--- config.mk ---
export PLATFORM = sky130hd
export DESIGN_NAME = core_seq
export DESIGN_NICKNAME = d
export VERILOG_FILES = /design/src/rtl/core_seq.sv
export SDC_FILE = /design/constraint.sdc
export NUM_CORES = 1
export LEC_CHECK = 0
export BUFFER_PORTS_ARGS = -buffer_cell sky130_fd_sc_hd__buf_2
export CORE_ASPECT_RATIO = 0.9
export CORE_MARGIN = 2
export CORE_UTILIZATION = 45
export DETAILED_ROUTE_END_ITERATION = 10
export GPL_TIMING_DRIVEN = 1
export PLACE_DENSITY = 0.69
export SETUP_SLACK_MARGIN = 0.02
export SLEW_MARGIN = 20
export SYNTH_ARGS = -nofsm -noshare
export SYNTH_HDL_FRONTEND = slang
export SYNTH_SLANG_ARGS = --single-unit
--- constraint.sdc ---
create_clock -name clk -period 4 [get_ports clk]
set_clock_uncertainty 0.2 [all_clocks]
set_input_delay 0.8 -clock clk [delete_from_list [all_inputs] [get_ports clk]]
set_output_delay 0.8 -clock clk [all_outputs]
set_load 0.05 [all_outputs]
--- src/rtl/core_seq.sv ---
// Multi-cycle instruction sequencer for the single-issue RV32I core.
// Walks each instruction through fetch, decode, execute, memory and writeback,
// and drives the memory handshakes and datapath write enables. It also traps
// on illegal opcodes or stalled bus requests and counts retired instructions.
//
// state  | meaning
// -------+-----------------------------------------------------------
// IDLE   | parked; leaves only when run is high
// FETCH  | instruction request outstanding; IR loads on imem_ack
// DECODE | opcode legality check
// EXEC   | ALU settle cycle; route to MEM (load/store) or WB
// MEM    | data request outstanding; a store retires on dmem_ack
// WB     | register writeback, PC update, retire
// TRAP   | sticky fault; only rst leaves this state

module core_seq #(
   parameter int TIMEOUT   = 16,
   parameter int CNT_WIDTH = 32
) (
   input  logic                 clk,
   input  logic                 rst,
   input  logic                 run,
   input  logic [6:0]           opcode,
   input  logic                 wb_reg,
   input  logic                 cmp_true,
   output logic                 imem_req,
   input  logic                 imem_ack,
   output logic                 ir_we,
   output logic                 dmem_req,
   output logic                 dmem_we,
   input  logic                 dmem_ack,
   output logic                 rf_we,
   output logic                 wb_sel_mem,
   output logic                 pc_we,
   output logic                 br_take,
   output logic                 retire,
   output logic [CNT_WIDTH-1:0] instret,
   output logic                 trap,
   output logic [1:0]           trap_cause,
   output logic [2:0]           state_o
);

   typedef enum logic [2:0] {
      S_IDLE   = 3'd0,
      S_FETCH  = 3'd1,
      S_DECODE = 3'd2,
      S_EXEC   = 3'd3,
      S_MEM    = 3'd4,
      S_WB     = 3'd5,
      S_TRAP   = 3'd6
   } state_t;

   localparam logic [6:0] OP_OP     = 7'b0110011;
   localparam logic [6:0] OP_OPIMM  = 7'b0010011;
   localparam logic [6:0] OP_LOAD   = 7'b0000011;
   localparam logic [6:0] OP_STORE  = 7'b0100011;
   localparam logic [6:0] OP_BRANCH = 7'b1100011;
   localparam logic [6:0] OP_LUI    = 7'b0110111;
   localparam logic [6:0] OP_AUIPC  = 7'b0010111;
   localparam logic [6:0] OP_JAL    = 7'b1101111;
   localparam logic [6:0] OP_JALR   = 7'b1100111;

   localparam logic [1:0] CAUSE_TIMEOUT = 2'b01;
   localparam logic [1:0] CAUSE_ILLEGAL = 2'b10;

   // The wait timer counts down from TIMEOUT-1; reaching zero without an ack
   // is the terminal count.
   localparam int             WCW       = (TIMEOUT > 1) ? $clog2(TIMEOUT) : 1;
   localparam bit             TO_EN     = (TIMEOUT > 0);
   localparam logic [WCW-1:0] WAIT_LOAD = WCW'((TIMEOUT > 0) ? TIMEOUT - 1 : 0);

   state_t         state;
   state_t         state_nxt;
   logic [WCW-1:0] wait_cnt;
   logic           is_load;
   logic           is_store;
   logic           is_branch;
   logic           op_legal;
   logic           req_active;
   logic           ack_active;
   logic           wait_expired;
   logic [1:0]     cause_nxt;

   assign is_load   = (opcode == OP_LOAD);
   assign is_store  = (opcode == OP_STORE);
   assign is_branch = (opcode == OP_BRANCH);

   // Opcode legality for the RV32I base set handled by this core.
   always_comb begin
      op_legal = 1'b0;
      case (opcode)
         OP_OP, OP_OPIMM, OP_LOAD, OP_STORE, OP_BRANCH,
         OP_LUI, OP_AUIPC, OP_JAL, OP_JALR: op_legal = 1'b1;
         default:                           op_legal = 1'b0;
      endcase
   end

   // Outstanding request and its matching ack, whichever bus is active.
   assign req_active   = (state == S_FETCH) || (state == S_MEM);
   assign ack_active   = (state == S_FETCH) ? imem_ack :
                         (state == S_MEM)   ? dmem_ack : 1'b0;
   assign wait_expired = TO_EN && req_active && !ack_active && (wait_cnt == '0);

   // Next-state selection; run is only looked at on instruction boundaries.
   always_comb begin
      state_nxt = state;
      cause_nxt = CAUSE_TIMEOUT;
      case (state)
         S_IDLE: begin
            if (run) state_nxt = S_FETCH;
         end
         S_FETCH: begin
            if (imem_ack)          state_nxt = S_DECODE;
            else if (wait_expired) state_nxt = S_TRAP;
         end
         S_DECODE: begin
            if (op_legal) begin
               state_nxt = S_EXEC;
            end else begin
               state_nxt = S_TRAP;
               cause_nxt = CAUSE_ILLEGAL;
            end
         end
         S_EXEC: begin
            state_nxt = (is_load || is_store) ? S_MEM : S_WB;
         end
         S_MEM: begin
            if (dmem_ack) begin
               if (is_store) state_nxt = run ? S_FETCH : S_IDLE;
               else          state_nxt = S_WB;
            end else if (wait_expired) begin
               state_nxt = S_TRAP;
            end
         end
         S_WB: begin
            state_nxt = run ? S_FETCH : S_IDLE;
         end
         S_TRAP: begin
            state_nxt = S_TRAP;
         end
         default: begin
            state_nxt = S_IDLE;
         end
      endcase
   end

   // State register, bus wait timer and the sticky trap cause.
   always_ff @(posedge clk or posedge rst) begin
      if (rst) begin
         state      <= S_IDLE;
         wait_cnt   <= '0;
         trap_cause <= 2'b00;
      end else begin
         state <= state_nxt;
         if ((state_nxt == S_FETCH || state_nxt == S_MEM) && (state_nxt != state)) begin
            wait_cnt <= WAIT_LOAD;
         end else if (TO_EN && req_active && !ack_active && (wait_cnt != '0)) begin
            wait_cnt <= wait_cnt - 1'b1;
         end
         if ((state != S_TRAP) && (state_nxt == S_TRAP)) begin
            trap_cause <= cause_nxt;
         end
      end
   end

   // Retired-instruction counter; wraps silently.
   always_ff @(posedge clk or posedge rst) begin
      if (rst) begin
         instret <= '0;
      end else if (retire) begin
         instret <= instret + 1'b1;
      end
   end

   // Handshake and enable decode from the current state and acks.
   always_comb begin
      imem_req   = 1'b0;
      ir_we      = 1'b0;
      dmem_req   = 1'b0;
      dmem_we    = 1'b0;
      rf_we      = 1'b0;
      wb_sel_mem = 1'b0;
      pc_we      = 1'b0;
      br_take    = 1'b0;
      retire     = 1'b0;
      case (state)
         S_FETCH: begin
            imem_req = 1'b1;
            ir_we    = imem_ack;
         end
         S_MEM: begin
            dmem_req = 1'b1;
            dmem_we  = is_store;
            pc_we    = is_store && dmem_ack;
            retire   = is_store && dmem_ack;
         end
         S_WB: begin
            rf_we      = wb_reg && !is_store && !is_branch;
            wb_sel_mem = is_load;
            pc_we      = 1'b1;
            retire     = 1'b1;
            br_take    = is_branch && cmp_true;
         end
         default: begin
         end
      endcase
   end

   assign trap    = (state == S_TRAP);
   assign state_o = state;

endmodule
==> results of run 1 <==
==> cell families after synthesis <==
| kind of cell | Yosys count | share of synthesized area |
|---|---|---|
| muxes | 1 | 0.00487 |
| and+or+nand+nor | 94 | 0.264 |
| DFF | 41 | 0.444 |
| adders and majority gates | 3 | 0.0162 |
| xor gates and xnor gates | 34 | 0.135 |
| AOI/OAI and AO/OA | 24 | 0.0871 |
| buffers and inverters | 24 | 0.0487 |
==> layout by cell type, fill, tap and decap left out, drive strengths merged, types with 5 or more instances in the layout <==
cell and count:
xor2 19, nor4 5, inv 16, clkbuf 7, xnor2 15, nor2 13, buf 61, nor3 13
dfrtp 41, nand3 11, nand2 17
==> through the flow <==
| step | cell area, um^2 | power, W | cells | utilization | hold WS, ns |
|---|---|---|---|---|---|
| final | 2750 | 0.00155 | 347 | 0.562 | 0.274 |
| after global routing | 2750 | 0.00163 | 347 | 0.562 | 0.288 |
| after CTS | 2750 | 0.00156 | 347 | 0.562 | 0.274 |
| after detailed placement | 2650 | 0.00127 | 339 | 0.541 | 0.264 |
| after global placement | 2650 | 0.00127 | 339 | 0.541 | 0.257 |
| after floorplan | 2310 | 0.00113 | 221 | - | 0.315 |
==> critical path: cells and delay by family <==
| family | cells | cell delay [ns] |
|---|---|---|
| simple gates | 1 | 0.23 |
| compound gates | 1 | 0.61 |
| buf+inv | 2 | 0.49 |
==> power breakdown <==
part           switching [W]  internal, W  total [W]
Sequential          0.000106     0.000476   0.000582
Combinational       0.000472     0.000206   0.000677
Clock               0.000135     0.000156   0.000290
Total               0.000712     0.000838    0.00155
==> path summary, 6_finish.rpt <==
path                            cells after the start  slack (ns)                     from                       to
worst max-delay path                                4        0.87                opcode[3]                    pc_we
worst min-delay path                                1        0.27  instret[31]$_DFFE_PP0P_  instret[31]$_DFFE_PP0P_
worst max register to register                      5        1.25     state_o[0]$_DFF_PP0_  instret[30]$_DFFE_PP0P_
worst min register to register                      1        0.27  instret[31]$_DFFE_PP0P_  instret[31]$_DFFE_PP0P_
max in group asynchronous                           3        2.83                      rst  instret[16]$_DFFE_PP0P_
min in group asynchronous                           3        0.42                      rst     state_o[1]$_DFF_PP0_
==> area by class of cell <==
cell class,count,area share
clock buffers,7,0.0350
inverters,16,0.0218
repair buffers,61,0.112
clock inverters,1,0.00182
flip-flops and latches,41,0.373
well taps,65,0.0296
multi-input cells,156,0.427
==> metal layers <==
metal	routed length [um]	GRT usage
met4	57	0.0575
met3	195	0.0348
met5	0	0
met2	2020	0.237
met1	2360	0.257
==> flip-flops by register name, summed over array words and instances (netlist names) <==
register and flops:
trap_cause 2, instret 32, wait_cnt 4, state_o 3
==> tab_implementation.tex, run 1 <==
\begin{tabular}{lr}
\hline
Metric & Value \\
\hline
\multicolumn{2}{l}{\textbf{Routing}} \\
Antenna Violating Nets Remaining & 0 \\
Via count & between 1,500 and 2,000 \\
Via-per-instance ratio & 5.25 \\
Detailed-router iteration count before antenna repair & 5 \\
Post-Route WL & 4630 um \\
Violation count after the first detailed-routing iteration & 113 \\
DRC violations left & 0 \\
Detail-routed net length per standard cell & 13.3 um \\
\multicolumn{2}{l}{\textbf{Final layout}} \\
Combined area of the multi-input logic cells & around 0.0012 mm\^{}2 \\
Final-stage net count & slightly below 300 \\
Antenna fix cells & 0 \\
Share of post-route cells with drive strength above 1 & 0.312 \\
Fill count & about 450 \\
Combined flip-flop and latch cell area & roughly 0.001 mm\^{}2 \\
Area growth syn-to-layout & 18.9\% \\
\multicolumn{2}{l}{\textbf{Setup path}} \\
Max stage delay cell, worst path & sky130\_fd\_sc\_hd\_\_o41ai\_4 \\
Slowest Stage Delay on Critical Path & 0.61 ns \\
Peak fanout along the critical path & 8 \\
Required time of the critical path & around 3 ns \\
Arrival @ worst endpoint & between 2 and 2.5 ns \\
Top cell by count, worst path & sky130\_fd\_sc\_hd\_\_buf\_2 \\
Crit path launch type & input port \\
Type of the worst setup path & input port to output pin \\
Category of the worst setup path capture point & output pin \\
CP Cell Sequence & buf\_2, nand4bb\_1, o41ai\_4, buf\_2 \\
\multicolumn{2}{l}{\textbf{Yosys}} \\
Net count of the mapped netlist & 238 \\
Distinct cell type count of the synthesized netlist & 52 \\
Synth cell count leaders & sky130\_fd\_sc\_hd\_\_dfrtp\_1 (41), sky130\_fd\_sc\_hd\_\_xor2\_1 (19), sky130\_fd\_sc\_hd\_\_nand2\_1 (17) \\
Yosys warning count & 0 \\
Portion of the post-synthesis area used by sequential elements & 0.444 \\
Async S/R FF share, synth & 1.00 \\
Synthesized area & 0.00231 mm\^{}2 \\
Post-synth EDFFs & 0 \\
Yosys top cell by area & sky130\_fd\_sc\_hd\_\_dfrtp\_1 \\
Post-synthesis area per instance & approximately 10 um\^{}2 \\
Instance count of the mapped netlist & between 200 and 250 \\
\#FFs+latches synth & 41 \\
Most common cell in the netlist & sky130\_fd\_sc\_hd\_\_dfrtp\_1 \\
Predominant post-synthesis flop cell & sky130\_fd\_sc\_hd\_\_dfrtp\_1 \\
Cell types occupying the most area after synthesis & sky130\_fd\_sc\_hd\_\_dfrtp\_1 (44\%), sky130\_fd\_sc\_hd\_\_xor2\_1 (7.2\%), sky130\_fd\_sc\_hd\_\_xnor2\_1 (4.9\%) \\
Share of the synthesized area in the top cell type & 0.444 \\
\multicolumn{2}{l}{\textbf{Clocking}} \\
Hold buffer count at CTS & 0 \\
Cells resized by post-CTS repair & 0 \\
Maximum buffer depth of the clock tree & 2 \\
Worst skew pair latency & a little under 0.3 ns \\
Number of buffers added for setup after CTS & 0 \\
Total clock buffers created by CTS & 5 \\
CTS tree & built \\
CTS Root Cell & sky130\_fd\_sc\_hd\_\_clkbuf\_8 \\
Number of H-tree levels & 2 \\
Clock sink count & just over 40 \\
Worst-path clk slew & $\sim$0.070 ns \\
\multicolumn{2}{l}{\textbf{STA}} \\
RSZ-0062 raised after global routing & no \\
Period utilisation layout & 0.783 \\
Final hold violation count & 0 \\
Setup TNS after final layout & 0 ns \\
Worst relative slew slack & 0.578 \\
Final number of setup-violating endpoints & 0 \\
Slew at the pin with the worst max-slew slack & about 0.63 ns \\
Peak Freq & approximately 320 MHz \\
Min Tclk post-route & $\sim$3.1 ns \\
Count of pins over their slew limit & 0 \\
Final setup slack of the worst path & between 0.8 and 0.9 ns \\
\multicolumn{2}{l}{\textbf{Global route}} \\
Number of antenna violations at the first check in global routing & 0 \\
Wire length of the first global-routing pass & between 7000 and 8000 um \\
Total grt overflow & 0 \\
Total routing usage reported by global routing & 0.168 \\
Vias in the first global route & 1,602 \\
Pin count of the biggest net entering global routing & 42 \\
\multicolumn{2}{l}{\textbf{Die}} \\
Die Width & 79.6 um \\
Die extent in y & approximately 70 um \\
DIE AREA & 0.00573 mm\^{}2 \\
Core Footprint & 0.00489 mm\^{}2 \\
Effective utilization at floorplan & 0.472 \\
Total I/O pin count & between 60 and 70 \\
Number of core rows & 24 \\
\multicolumn{2}{l}{\textbf{Place}} \\
Number of buffers inserted by port buffering & 60 \\
Post-Place Setup Slack & approximately 0.78 ns \\
Placer's final routability congestion estimate & roughly 0.86 \\
Post-detail-place hpwl & 3440 um \\
\multicolumn{2}{l}{\textbf{Hold path}} \\
Worst min-delay path category & register to register \\
\multicolumn{2}{l}{\textbf{Pwr}} \\
Worst IR drop on VDD & approximately 0.00038 V \\
Power per cell area & $\sim$560 mW/mm\^{}2 \\
Leakage Power & around 1.4 nW \\
\multicolumn{2}{l}{\textbf{Flow run}} \\
Number of max-capacitance violations reported & 0 \\
\multicolumn{2}{l}{\textbf{Status}} \\
Run status & completed \\
\hline
\end{tabular}
Power figures use the tool's default switching activity.
==> inputs of run 2 (changes only) <==
PLACE_DENSITY = 0.72   (was 0.69)
clock period = 2.8 ns   (was 4 ns; I/O delays follow)
==> run 2 against run 1 <==
  * Worst hold slack got worse by 0.076 ns
  * Critical path depth shrank 1
  * Via count fell by 0.16%
  * Design area increased by 6.3%
  * Total power increased by 42%
  * Cell count increased by 2.0%
  * Count of clock-buffer cells in the layout down 1
  * Wire length is 4.5% higher
  * Die area stayed put
  * Utilization rose by 3.5 points
  * Critical endpoint unchanged
  * Highest routed layer unchanged
==> tab_implementation.tex, run 2 (same netlist as run 1, synthesis figures left out) <==
\begin{tabular}{lr}
\hline
Metric & Value \\
\hline
\multicolumn{2}{l}{\textbf{Status}} \\
Run status & completed \\
\multicolumn{2}{l}{\textbf{Place}} \\
Number of buffers inserted by port buffering & 60 \\
Placed Instance Area & around 0.0028 mm\^{}2 \\
Placer's final routability congestion estimate & between 0.8 and 0.9 \\
Post-detail-place hpwl & 3710 um \\
\multicolumn{2}{l}{\textbf{Pwr}} \\
Switching fraction of total power & 0.466 \\
Switching Power & slightly above 0.001 W \\
Combinational share of power & 0.455 \\
Flop pwr share & 0.380 \\
Clock share of power & 0.165 \\
Internal cell power & around 0.0012 W \\
Leakage Power & 1.47 nW \\
Worst IR drop on VDD & 0.000671 V \\
Power per cell area & approximately 760 mW/mm\^{}2 \\
\multicolumn{2}{l}{\textbf{Setup path}} \\
Max stage delay cell, worst path & sky130\_fd\_sc\_hd\_\_dfrtp\_2 \\
CP delay by family, top & flip-flops \\
Arrival @ worst endpoint & around 1.9 ns \\
Crit path launch type & register \\
Category of the worst setup path capture point & output pin \\
Worst R2R Path Depth & 7 \\
Peak fanout along the critical path & 12 \\
Required time of the critical path & 2.04 ns \\
WP buf/inv & 1 \\
CP Cell Sequence & nand4bb\_4, o41ai\_4, buf\_2 \\
WP depth & 3 \\
Type of the worst setup path & register to output pin \\
Slowest Stage Delay on Critical Path & $\sim$0.48 ns \\
\multicolumn{2}{l}{\textbf{Die}} \\
Effective utilization at floorplan & 0.472 \\
Core Footprint & 0.00489 mm\^{}2 \\
Die extent in y & about 72 um \\
Die Width & around 80 um \\
Total I/O pin count & between 60 and 70 \\
DIE AREA & approximately 0.0057 mm\^{}2 \\
Number of core rows & 24 \\
\multicolumn{2}{l}{\textbf{STA}} \\
Worst relative slew slack & 0.573 \\
Peak Freq & 380 MHz \\
Period utilisation layout & 0.940 \\
Slew at the pin with the worst max-slew slack & about 0.64 ns \\
Count of pins over their slew limit & 0 \\
Final number of setup-violating endpoints & 0 \\
Min Tclk post-route & 2.63 ns \\
Final hold violation count & 0 \\
RSZ-0062 raised after global routing & no \\
\multicolumn{2}{l}{\textbf{Clocking}} \\
Maximum buffer depth of the clock tree & 2 \\
Clock sink count & 41 \\
CTS Root Cell & sky130\_fd\_sc\_hd\_\_clkbuf\_8 \\
Number of buffers added for setup after CTS & 0 \\
Hold buffer count at CTS & 0 \\
Total clock buffers created by CTS & 5 \\
Worst-path clk slew & $\sim$0.080 ns \\
CTS tree & built \\
Worst skew pair latency & around 0.29 ns \\
Number of H-tree levels & 2 \\
\multicolumn{2}{l}{\textbf{Routing}} \\
Detail-routed net length per standard cell & roughly 14 um \\
DRC violations left & 0 \\
Violation count after the first detailed-routing iteration & 84 \\
Post-Route WL & about 4800 um \\
Via-per-instance ratio & 5.14 \\
Via count & approximately 1,800 \\
Detailed-router iteration count before antenna repair & 4 \\
Antenna Violating Nets Remaining & 0 \\
\multicolumn{2}{l}{\textbf{Global route}} \\
Total grt overflow & 0 \\
Number of antenna violations at the first check in global routing & 0 \\
Vias in the first global route & about 1,700 \\
Wire length of the first global-routing pass & between 8000 and 9000 um \\
Pin count of the biggest net entering global routing & between 40 and 50 \\
Total routing usage reported by global routing & 0.181 \\
\multicolumn{2}{l}{\textbf{Final layout}} \\
Flip-flop count of the largest register, all copies and words added & 32 \\
Core occupancy in the finished layout & 0.597 \\
Share of post-route cells with drive strength above 1 & 0.398 \\
Most flop-heavy register & instret \\
Final-stage net count & 305 \\
Post-route cell area & approximately 0.003 mm\^{}2 \\
Antenna fix cells & 0 \\
Most common cell after layout, fill and taps aside & sky130\_fd\_sc\_hd\_\_buf\_2 \\
Most frequent cells in the layout & sky130\_fd\_sc\_hd\_\_buf\_2 (60), sky130\_fd\_sc\_hd\_\_dfrtp\_1 (38), sky130\_fd\_sc\_hd\_\_xor2\_1 (19) \\
Area growth syn-to-layout & 26.4\% \\
\multicolumn{2}{l}{\textbf{Flow run}} \\
Number of max-capacitance violations reported & 0 \\
\multicolumn{2}{l}{\textbf{Hold path}} \\
Worst min-delay path category & input port to async pin \\
\hline
\end{tabular}
==> run 2: cell types whose count changed in the layout (fill, tap and decap cells not counted), sizes merged <==
cell | previous run | this run
buf | 61 | 68
clkbuf | 7 | 6
clkinv | 1 | 2
==> run 2: metrics by stage <==
stage | std cells | setup slack (ns) | total power [W] | TNS (ns) | hold slack, ns
4_1_cts | 354 | 0.110 | 0.00222 | 0 | 0.212
2_1_floorplan | 221 | -0.319 | 0.00165 | -2.15 | 0.315
3_3_place_gp | 346 | 0.279 | 0.00185 | 0 | 0.256
6_report | 354 | 0.168 | 0.00221 | 0 | 0.198
3_5_place_dp | 346 | 0.215 | 0.00186 | 0 | 0.252
5_1_grt | 354 | 0.0216 | 0.00235 | 0 | 0.259
==> run 2: power by group through the flow <==
stage | clock (W) | combinational [W] | sequential (W)
final | 0.000365 | 0.00100 | 0.000838
after global routing | 0.000404 | 0.00109 | 0.000861
after CTS | 0.000375 | 0.00101 | 0.000837
after detailed placement | 0 | 0.00101 | 0.000849
after global placement | 0 | 0.000997 | 0.000849
after floorplan | 0 | 0.000618 | 0.00103
==> run 2: area by class of cell <==
cell class	count	area [um^2]
Clock inverter	2	10.0
Clock buffer	6	72.6
Sequential cell	41	1030
Tap cell	65	81.3
Timing Repair Buffer	68	360
Multi-Input combinational cell	156	1310
Inverter	16	60.1
Fill cell	414	1970
==> run 2: repair_timing <==
item,4_1_cts,5_1_grt
resized for setup,0,1
endpoints found under the hold margin,0,0
endpoints found under the setup margin,0,2
==> run 2: layer usage <==
metal	wire length [um]	vias to the layer above	global-route usage
met5	0	-	0
met4	36	0	0.0402
met3	142	4	0.0386
met2	2280	25	0.275
met1	2380	877	0.269
li1	-	912	-
==> run 2: worst min-delay path, cell delays in order <==
cell and delay (ns):
sky130_fd_sc_hd__buf_2 0.09, sky130_fd_sc_hd__inv_1 0.05, sky130_fd_sc_hd__buf_4 0.43
==> run 2: path summary, 6_finish.rpt <==
check,from,end,slack (ns)
worst max register to register,wait_cnt[0]$_DFFE_PP0P_,wait_cnt[0]$_DFFE_PP0P_,0.26
worst max-delay path,state_o[0]$_DFF_PP0_,pc_we,0.17
worst min register to register,instret[31]$_DFFE_PP0P_,instret[31]$_DFFE_PP0P_,0.27
max in group asynchronous,rst,state_o[1]$_DFF_PP0_,1.84
worst min-delay path,rst,instret[22]$_DFFE_PP0P_,0.20
min in group clk,instret[31]$_DFFE_PP0P_,instret[31]$_DFFE_PP0P_,0.27
==> inputs of run 3 (changes only) <==
CTS_CLUSTER_SIZE = 16   (was default)
RECOVER_POWER = 100   (was default)
==> run 3 against run 2 <==
  * Total power is 1.8% lower
  * Count of clock-buffer cells in the layout stayed put
  * First-iteration DRC count grew 15%
  * Non-clock buffer count unchanged
  * Combinational power about the same
  * Largest cell class unchanged
  * Highest routed layer unchanged
==> tab_implementation.tex, run 3 (same netlist as run 1, synthesis figures left out) <==
\begin{tabular}{lr}
\hline
Metric & Value \\
\hline
\multicolumn{2}{l}{\textbf{Status}} \\
Run status & completed \\
\multicolumn{2}{l}{\textbf{STA}} \\
RSZ-0062 raised after global routing & no \\
Count of pins over their slew limit & 0 \\
Period utilisation layout & 0.956 \\
Peak Freq & between 300 and 400 MHz \\
Final setup slack of the worst path & $\sim$0.12 ns \\
Slew at the pin with the worst max-slew slack & 0.990 ns \\
Final number of setup-violating endpoints & 0 \\
Worst relative slew slack & 0.340 \\
Min Tclk post-route & between 2 and 3 ns \\
Final hold violation count & 0 \\
\multicolumn{2}{l}{\textbf{Routing}} \\
Via-per-instance ratio & 5.21 \\
DRC violations left & 0 \\
Detail-routed net length per standard cell & between 10 and 15 um \\
Violation count after the first detailed-routing iteration & 97 \\
Post-Route WL & approximately 4900 um \\
Via count & 1,846 \\
Antenna Violating Nets Remaining & 0 \\
Detailed-router iteration count before antenna repair & 4 \\
\multicolumn{2}{l}{\textbf{Clocking}} \\
Hold buffer count at CTS & 0 \\
Clock sink count & 41 \\
Number of H-tree levels & 2 \\
Worst skew pair latency & around 0.29 ns \\
Maximum buffer depth of the clock tree & 2 \\
CTS tree & built \\
CTS Root Cell & sky130\_fd\_sc\_hd\_\_clkbuf\_8 \\
Worst-path clk slew & $\sim$0.07 ns \\
Total clock buffers created by CTS & 5 \\
\multicolumn{2}{l}{\textbf{Pwr}} \\
Power per cell area & $\sim$800 mW/mm\^{}2 \\
Worst IR drop on VDD & $\sim$0.00065 V \\
Total Power & $\sim$0.0022 W \\
Leakage Power & $\sim$1.3 nW \\
\multicolumn{2}{l}{\textbf{Global route}} \\
Vias in the first global route & $\sim$1,700 \\
Total routing usage reported by global routing & 0.181 \\
Total grt overflow & 0 \\
Wire length of the first global-routing pass & just over 8000 um \\
Pin count of the biggest net entering global routing & 42 \\
Number of antenna violations at the first check in global routing & 0 \\
\multicolumn{2}{l}{\textbf{Setup path}} \\
Required time of the critical path & about 2.0 ns \\
CP Cell Sequence & nand4bb\_4, o41ai\_4, buf\_2 \\
Type of the worst setup path & register to output pin \\
Crit path launch type & register \\
Arrival @ worst endpoint & between 1.5 and 2 ns \\
Slowest Stage Delay on Critical Path & roughly 0.5 ns \\
Internal reg-to-reg setup slack & around 0.26 ns \\
Max stage delay cell, worst path & sky130\_fd\_sc\_hd\_\_dfrtp\_1 \\
Peak fanout along the critical path & 12 \\
Category of the worst setup path capture point & output pin \\
\multicolumn{2}{l}{\textbf{Die}} \\
Total I/O pin count & slightly above 60 \\
Die Width & a little under 80 um \\
Die extent in y & a little over 70 um \\
Number of core rows & 24 \\
Core Footprint & roughly 0.0049 mm\^{}2 \\
DIE AREA & approximately 0.0057 mm\^{}2 \\
Effective utilization at floorplan & 0.472 \\
\multicolumn{2}{l}{\textbf{Final layout}} \\
Antenna fix cells & 0 \\
Most frequent cells in the layout & sky130\_fd\_sc\_hd\_\_clkbuf\_1 (41), sky130\_fd\_sc\_hd\_\_dfrtp\_1 (39), sky130\_fd\_sc\_hd\_\_xor2\_1 (19) \\
Share of post-route cells with drive strength above 1 & 0.183 \\
Most flop-heavy register & instret \\
Most common cell after layout, fill and taps aside & sky130\_fd\_sc\_hd\_\_clkbuf\_1 \\
Final-stage net count & $\sim$300 \\
Area growth syn-to-layout & 17.4\% \\
Fill count & 455 \\
Flip-flop count of the largest register, all copies and words added & 32 \\
\multicolumn{2}{l}{\textbf{Place}} \\
Number of buffers inserted by port buffering & 60 \\
Placer's final routability congestion estimate & between 0.8 and 0.9 \\
Post-detail-place hpwl & $\sim$3700 um \\
Post-Place Setup Slack & 0.215 ns \\
\multicolumn{2}{l}{\textbf{Flow run}} \\
Number of max-capacitance violations reported & 0 \\
\multicolumn{2}{l}{\textbf{Hold path}} \\
Worst min-delay path category & register to register \\
\hline
\end{tabular}
-- run 3: cell count changes in the layout (fill, tap and decap cells not counted), sizes merged --
cell    change
clkbuf     +47
buf        -47
-- run 3: layout make-up --
class                           instances  area, um^2  share of cell area
Sequential cell                        41        1030               0.379
Inverter                               16        60.1              0.0221
Clock buffer                            6        72.6              0.0267
Multi-Input combinational cell        156        1160               0.427
Clock inverter                          2        10.0             0.00369
Tap cell                               65        81.3              0.0300
Timing Repair Buffer                   68         303               0.112
-- run 3: timing repair --
action,CTS,global route
buffers inserted,0,0
endpoints found under the setup margin,0,2
resized for setup,0,1
-- run 3: final timing paths --
check / startpoint / to / depth (start not counted)
worst min register to register: instret[31]$_DFFE_PP0P_ / instret[31]$_DFFE_PP0P_ / 1
min in group asynchronous: rst / instret[16]$_DFFE_PP0P_ / 3
worst max-delay path: state_o[0]$_DFF_PP0_ / pc_we / 3
max in group asynchronous: rst / state_o[1]$_DFF_PP0_ / 3
worst max register to register: wait_cnt[0]$_DFFE_PP0P_ / wait_cnt[0]$_DFFE_PP0P_ / 7
worst min-delay path: instret[31]$_DFFE_PP0P_ / instret[31]$_DFFE_PP0P_ / 1
-- run 3: report_power, final --
| part | internal (W) | switching, W | leakage [nW] |
|---|---|---|---|
| registers | 0.000684 | 0.000154 | 0.498 |
| logic | 0.000288 | 0.000676 | 0.712 |
| clock network | 0.000173 | 0.000192 | 0.0450 |
-- run 3: routing by layer --
layer | up-vias | routed length (um) | global-route usage
met3 | 2 | 161 | 0.0386
met4 | 0 | 20 | 0.0402
met1 | 900 | 2460 | 0.269
met5 | - | 0 | 0
met2 | 33 | 2280 | 0.275
li1 | 911 | - | -
-- run 3: critical path, delay by kind of cell, from the launching register on --
kind,cells,cell delay [ns]
flip-flops,1,0.50
AO/OA/AOI/OAI,1,0.47
buffers and inverters,1,0.35
AND/OR/NAND/NOR,1,0.30
-- run 3: per-stage QoR --
stage / TNS (ns) / hold slack (ns) / cell area (um^2) / utilization / cells
floorplan: -2.15 / 0.315 / 2470 / - / 221
global placement: 0 / 0.256 / 2840 / 0.580 / 346
detailed placement: 0 / 0.252 / 2840 / 0.580 / 346
CTS: 0 / 0.212 / 2920 / 0.597 / 354
global route: 0 / 0.310 / 2720 / 0.555 / 354
finish: 0 / 0.273 / 2720 / 0.555 / 354
